## config.mk

```make
export PLATFORM = sky130hd
export DESIGN_NAME = sw_debounce
export DESIGN_NICKNAME = d
export VERILOG_FILES = /design/src/rtl/sw_debounce_pkg.sv /design/src/rtl/sw_debounce_bit.sv /design/src/rtl/sw_debounce.sv
export SDC_FILE = /design/constraint.sdc
export NUM_CORES = 1
export LEC_CHECK = 0
export ABC_CLOCK_PERIOD_IN_PS = 4600
export BUFFER_PORTS_ARGS = -buffer_cell sky130_fd_sc_hd__buf_2
export CAP_MARGIN = 20
export CORE_MARGIN = 3
export CORE_UTILIZATION = 57
export CTS_CLUSTER_DIAMETER = 200
export DETAILED_ROUTE_END_ITERATION = 6
export HOLD_SLACK_MARGIN = 0.15
export PLACE_DENSITY_LB_ADDON = 0.3
export REMOVE_ABC_BUFFERS = 1
export SKIP_LAST_GASP = 1
export SYNTH_ARGS = -nofsm -noshare
export SYNTH_HDL_FRONTEND = slang
export SYNTH_HIERARCHICAL = 1
export SYNTH_SLANG_ARGS = --single-unit
```

## constraint.sdc

```tcl
create_clock -name clk -period 4.6 [get_ports clk]
set_clock_uncertainty 0.2 [all_clocks]
set_input_delay 0.23 -clock clk [delete_from_list [all_inputs] [get_ports clk]]
set_output_delay 0.23 -clock clk [all_outputs]
set_load 0.01 [all_outputs]
```

## src/rtl/sw_debounce_pkg.sv

```systemverilog
// rtl/sw_debounce_pkg.sv - shared constants and counter sizing for the switch debouncer
package sw_debounce_pkg;

    localparam int unsigned CLK_HZ                  = 24_000_000;
    localparam int unsigned DEFAULT_DEBOUNCE_CYCLES = 240000;

    // Counter must hold DEBOUNCE_CYCLES-1; never narrower than one bit.
    function automatic int unsigned cnt_width(input int unsigned cycles);
        int unsigned w;
        w = $clog2(cycles);
        return (w < 1) ? 1 : w;
    endfunction

endpackage

```

## src/rtl/sw_debounce_bit.sv

```systemverilog
// rtl/sw_debounce_bit.sv - one switch bit: 2-flop synchronizer, stability counter, stable/changed flops
// SW_DEBOUNCE_EDGE_EN exposes next-state values so the top can register edge pulses in step.
module sw_debounce_bit
    import sw_debounce_pkg::*;
#(
    parameter int unsigned DEBOUNCE_CYCLES = DEFAULT_DEBOUNCE_CYCLES
) (
    input  logic clk,
    input  logic reset,
    input  logic raw_i,
    output logic stable_o,
    output logic changed_o
`ifdef SW_DEBOUNCE_EDGE_EN
    ,
    output logic stable_d_o,
    output logic changed_d_o
`endif
);

    localparam int unsigned     CW      = cnt_width(DEBOUNCE_CYCLES);
    localparam logic [CW-1:0]   CNT_MAX = CW'(DEBOUNCE_CYCLES - 1);

    logic          sync1_q;
    logic          sync2_q;
    logic          stable_q;
    logic          stable_d;
    logic          changed_q;
    logic          changed_d;
    logic [CW-1:0] cnt_q;
    logic [CW-1:0] cnt_d;

    // Pins are active-low; invert at entry so everything below is active-high.
    always_ff @(posedge clk) begin
        if (!reset) begin
            sync1_q   <= 1'b0;
            sync2_q   <= 1'b0;
            stable_q  <= 1'b0;
            changed_q <= 1'b0;
            cnt_q     <= '0;
        end else begin
            sync1_q   <= ~raw_i;
            sync2_q   <= sync1_q;
            stable_q  <= stable_d;
            changed_q <= changed_d;
            cnt_q     <= cnt_d;
        end
    end

    // Any agreement with the stable level discards the count in progress.
    always_comb begin
        stable_d  = stable_q;
        changed_d = 1'b0;
        cnt_d     = '0;
        if (sync2_q != stable_q) begin
            if (cnt_q == CNT_MAX) begin
                stable_d  = sync2_q;
                changed_d = 1'b1;
            end else begin
                cnt_d = cnt_q + CW'(1);
            end
        end
    end

    assign stable_o  = stable_q;
    assign changed_o = changed_q;
`ifdef SW_DEBOUNCE_EDGE_EN
    assign stable_d_o  = stable_d;
    assign changed_d_o = changed_d;
`endif

endmodule

```

## src/rtl/sw_debounce.sv

```systemverilog
// rtl/sw_debounce.sv - debounced active-high switch levels with change pulses
// SW_DEBOUNCE_EDGE_EN adds registered s_rise/s_fall pulses aligned with s_changed.
module sw_debounce
    import sw_debounce_pkg::*;
#(
    parameter int unsigned WIDTH           = 4,
    parameter int unsigned DEBOUNCE_CYCLES = DEFAULT_DEBOUNCE_CYCLES
) (
    input  logic             clk,
    input  logic             reset,
    input  logic [WIDTH-1:0] s_raw,
    output logic [WIDTH-1:0] s_stable,
    output logic [WIDTH-1:0] s_changed
`ifdef SW_DEBOUNCE_EDGE_EN
    ,
    output logic [WIDTH-1:0] s_rise,
    output logic [WIDTH-1:0] s_fall
`endif
);

`ifdef SW_DEBOUNCE_EDGE_EN
    logic [WIDTH-1:0] stable_d;
    logic [WIDTH-1:0] changed_d;
    logic [WIDTH-1:0] rise_q;
    logic [WIDTH-1:0] fall_q;
`endif

    for (genvar i = 0; i < WIDTH; i++) begin : g_bit
        sw_debounce_bit #(
            .DEBOUNCE_CYCLES (DEBOUNCE_CYCLES)
        ) u_bit (
            .clk         (clk),
            .reset       (reset),
            .raw_i       (s_raw[i]),
            .stable_o    (s_stable[i]),
            .changed_o   (s_changed[i])
`ifdef SW_DEBOUNCE_EDGE_EN
            ,
            .stable_d_o  (stable_d[i]),
            .changed_d_o (changed_d[i])
`endif
        );
    end

`ifdef SW_DEBOUNCE_EDGE_EN
    // Classify from next-state so the edge pulses land in the same cycle as s_changed.
    always_ff @(posedge clk) begin
        if (!reset) begin
            rise_q <= '0;
            fall_q <= '0;
        end else begin
            rise_q <= changed_d & stable_d;
            fall_q <= changed_d & ~stable_d;
        end
    end

    assign s_rise = rise_q;
    assign s_fall = fall_q;
`endif

endmodule

```

## After elaboration in Yosys (flattened, before gate mapping)

Cells that the tools add are included.

| word-level totals | value |
|---|---|
| bits of input ports | 6 |
| register bits after elaboration | 88 |
| logic and storage cells | 57 |
| output and inout port bits | 8 |

| operators by class | value |
|---|---|
| bitwise gates (word level) | 9 |
| eq/ne operators | 8 |
| mux-type cells | 4 |
| reduce and logical (&&, ||, !) cells | 12 |
| add/subtract/negate cells | 4 |

Operator list:

| kind | count |
|---|---|
| $add 18x1->18 const B | 4 |
| $eq 18x18->1 const B | 4 |
| $reduce_and 2->1 | 8 |
| $reduce_or 3->1 | 4 |
| $not 1->1 | 9 |
| $mux 1 | 4 |
| $ne 1x1->1 | 4 |

## Longest topological paths before layout

| logic depth | value |
|---|---|
| word-level depth | 3 |
| mapped depth | 7 |
| gate-level depth less buffers | 5 |

## Cells and area by module

The synthesis kept the hierarchy.

Modules (own cells, without submodules):

| module | area each (µm²) | seq. area each (µm²) | cells an instance | times used |
|---|---|---|---|---|
| sw_debounce_bit | 968.4 | 440.4 | 103 | 4 |

## Least setup slack after synthesis

OpenSTA, ideal clock, no wires.

| path | value |
|---|---|
| path type | register to register |
| start | reg g_bit[0].u_bit.cnt_q[0] |
| end | reg g_bit[0].u_bit.cnt_q[11] |
| setup slack | 2.710 ns |
| period minus slack after synthesis | 1.890 ns |
| required time | 4.285 ns |
| arrival time | 1.576 ns |
| setup time | 0.115 ns |
| cell stages (with the launch flop) | 8 |
| path buffers | 2 |
| cells stage by stage | dfxtp_1 ha_1 and4_1 buf_4 nand4_1 o211ai_2 buf_4 nor2_1 |

| on the way | value |
|---|---|
| cells in the longest elaborated chain, start to end | 2 |
| elaborated cells between the ends (all ways) | 3 |
| those cells by class | 1 x add/sub; 1 x eq/ne; 1 x reduce/logical |

RTL lines:

| what | RTL line | RTL |
|---|---|---|
| from (decl) | sw_debounce_bit.sv:29 | `logic [CW-1:0] cnt_q;` |
| from (signal assigned) | sw_debounce_bit.sv:45 | `cnt_q <= cnt_d;` |
| parallel branches: the longest is 2 deep, another holds $add 18x1->18 | -- |  |

Several ways; the timed one is not identified.
A chain may end at the register's enable or synchronous reset.

## Final worst setup path

| path | value |
|---|---|
| start | reg g_bit[2].u_bit.cnt_q[0] |
| end | reg g_bit[2].u_bit.cnt_q[13] |

| on the way | value |
|---|---|
| cells in the longest elaborated chain, start to end | 2 |
| elaborated cells between the ends (all ways) | 3 |
| those cells by class | 1 x add/sub; 1 x eq/ne; 1 x reduce/logical |

RTL lines:

| what | RTL line |
|---|---|
| from (decl) | sw_debounce_bit.sv:29 |
| from (signal assigned) | sw_debounce_bit.sv:45 |
| parallel branches: the longest is 2 deep, another holds $add 18x1->18 | -- |

Several ways; the timed one is not identified.

==> impl_metrics.tcl <==
set metrics [dict create \
    outcome "complete, no violations" \
    num_rows 29 \
    clock_latency_ns 0.34 \
    cap_violations 0 \
    setup_ws_ns 2.29 \
    fin_cells 512 \
    holdPathEnd "g_bit[3].u_bit/sync2_q" \
    synth_top_cell_area_share_pct 45.5 \
    cts_tree "done" \
    synthCells 412 \
    tightest_slew_ns 0.800 \
    maxSlewHeadroom_pct 46.5 \
    grtUsageTotal_pct 19.0 \
    io_pins 14 \
    cts_setup_buffers 0 \
    endpoint_kind "flip-flop" \
    grt_pass1_vias 2764 \
    drc 0 \
    start_util_pct 60.0 \
    dpl.cell_count 490 \
    detail-route-antenna-nets 0 \
    final-hold-violation-count 0 \
    fillCellCount 548 \
    cts_made_buffers 9 \
    synth_seq_cells 88 \
    clockBufferDepth 2 \
    rsz0062_at_grt "no" \
    worstHoldPathCells 1 \
    fin_nets 442 \
    cts_resized 0 \
    ys_warn_count 6 \
    die_h_um 88.4 \
    vias 2929 \
    gr-total-overflow 0 \
    die_area_um2 7820 \
    finalSetupViolations 0 \
    tns_ns 0 \
    drt_iter0_drc 76 \
    dpl_cell_area_um2 3930 \
    portBuffers 13 \
    diodes 0 \
    routed_wirelength_um 6730 \
    reg2reg_slack_ns 2.29 \
    leakagePower_nw 1.41 \
    vdd_drop_max_mv 0.219 \
    place_congestion 0.814 \
    coreArea_um2 6460 \
    place_ws_ns 2.26 \
    die_x_um 88.4 \
    cts_root_buf "clkbuf_8" \
    reg2reg_from "g_bit[2].u_bit/cnt_q[0]" \
    period_share_pct 50.2 \
    min_period_ns 2.31 \
    netlist_area_um2 3870 \
    worstPathArrival_ns 2.31 \
    finalInstanceArea_um2 4250 \
    grt_pass1_wl_um 11900 \
    ys_types 31 \
    clock-sinks 88 \
    ctsHtreeMaxLevel 3 \
    cp_data_required_time_ns 4.60 \
    syn_to_final_growth_pct 9.75 \
    hold_path_startpoint "g_bit[3].u_bit/sync1_q" \
    max_freq_mhz 433 \
    crit_path_start_kind "flip-flop" \
    avgSynthCellArea_um2 9.40 \
    firstDrtPassIters 4 \
    path_class "reg2reg" \
    power_per_cell_area_nw_per_um2 334 \
    reg2reg_depth 5 \
    wl_per_cell_um 13.1 \
    drive_gt1_share_pct 13.6 \
    via_per_inst 5.72 \
    fin_util_pct 65.8 \
    synth_top_cell_by_area "dfxtp_1" \
    cts_hold_buf 8 \
    antenna_found_initial 0 \
    crit_fanout 18 \
    ys_seq_area_share_pct 45.5 \
    hold_path.class "reg2reg" \
    drv_slew 0 \
    synth.area.top_cells "dfxtp_1 45%, xor2_1 8.1%, nor2_1 6.6%" \
    dpl.hpwl_um 4470 \
    r2r_end "g_bit[2].u_bit/cnt_q[13]" \
    clk_pin_slew_ns 0.08 \
    grt_max_degree 25 \
]
metrics by stage:
step | power, mW | hold slack, ns
5_1_grt | 1.47 | 0.247
3_3_place_gp | 0.801 | 0.190
6_report | 1.42 | 0.238
3_5_place_dp | 0.801 | 0.189
2_1_floorplan | 0.794 | 0.102
4_1_cts | 1.44 | 0.238
flip-flops by register name (all words and copies together) (netlist names):
signal,cells
g_bit.u_bit/changed_o,4
g_bit.u_bit/cnt_q,72
g_bit.u_bit/stable_o,4
g_bit.u_bit/sync1_q,4
g_bit.u_bit/sync2_q,4
placed cells by master (no fill, tap or decap), types with 8 or more instances in the layout:
master,count
nand4_1,24
o21ai_0,8
clkbuf_8,11
dfxtp_1,88
and3_1,8
nor4_1,8
nand2_1,28
nor2_1,68
dlygate4sd3_1,8
buf_2,13
or3_1,8
inv_1,8
nand3_1,20
a21oi_1,8
and4_2,8
xor2_1,36
xnor2_1,20
final cells by class:
type                    instances  area, um2  share of cell area [%]
multi-input cells             304       1980                    46.5
flip-flops and latches         88       1760                    41.4
clock buffers                  11        151                    3.56
repair buffers                 21        145                    3.41
well taps                      77       96.3                    2.27
clock inverters                 3       90.1                    2.12
inverters                       8       30.0                   0.706
routing by layer:
metal / vias up / global-route usage (%) / wire length [um]
met4: 0 / 7.01 / 68
li1: 1483 / - / -
met2: 47 / 32.4 / 3260
met3: 8 / 4.93 / 252
met5: - / 0 / 0
met1: 1391 / 23.2 / 3150
cells by family after synthesis:
logic type               share of synthesized area [%]
adder cells (fa/ha/maj)                           1.29
buffers and inverters                             3.49
AND/OR/NAND/NOR                                   31.0
AO/OA/AOI/OAI                                     5.04
XOR/XNOR                                          12.7
multiplexers                                      1.03
flip-flops                                        45.5
power breakdown:
part | internal (mW) | leakage (nW) | switching, mW
Sequential | 0.765 | 0.710 | 0.00218
Clock | 0.385 | 0.121 | 0.247
Combinational | 0.00941 | 0.576 | 0.0113
critical path, stage by stage, from the launching register on:
cell and delay, ns:
dfxtp_1 0.38, ha_1 0.22, and4_1 0.36, nand4_1 0.18, o211ai_2 0.69, nor2_1 0.12
worst max-delay path by stage:
stage                            start                  endpoint  slack, ns  cells after the start
2_1_floorplan  g_bit[0].u_bit/cnt_q[0]  g_bit[0].u_bit/cnt_q[10]       2.68                      5
6_report       g_bit[2].u_bit/cnt_q[0]  g_bit[2].u_bit/cnt_q[13]       2.29                      5
3_5_place_dp   g_bit[2].u_bit/cnt_q[0]   g_bit[2].u_bit/cnt_q[6]       2.26                      5
4_1_cts        g_bit[2].u_bit/cnt_q[0]  g_bit[2].u_bit/cnt_q[13]       2.27                      5
3_3_place_gp   g_bit[2].u_bit/cnt_q[0]   g_bit[2].u_bit/cnt_q[2]       2.34                      5
5_1_grt        g_bit[2].u_bit/cnt_q[0]   g_bit[2].u_bit/cnt_q[8]       2.06                      5
cells in the mapped netlist:
cell type,count
nand3_1,20
buf_4,8
nand4_1,24
nor4bb_1,4
or4_4,4
nand2_1,28
or3_4,4
xor2_1,36
a21oi_2,4
nor2b_1,4
xnor2_1,20
ha_1,4
dfxtp_1,88
nand3_2,4
and2_1,4
and3_1,8
and4_1,4
nor3_1,4
buf_6,4
nor4b_1,4
inv_1,8
or3_1,8
o31ai_1,4
mux2i_1,4
nor4_1,8
o211ai_2,4
o21ai_0,8
a21oi_1,8
nor2_1,68
and4_2,8
nand4_2,4
Note: power is estimated with default switching activity, not from simulation.
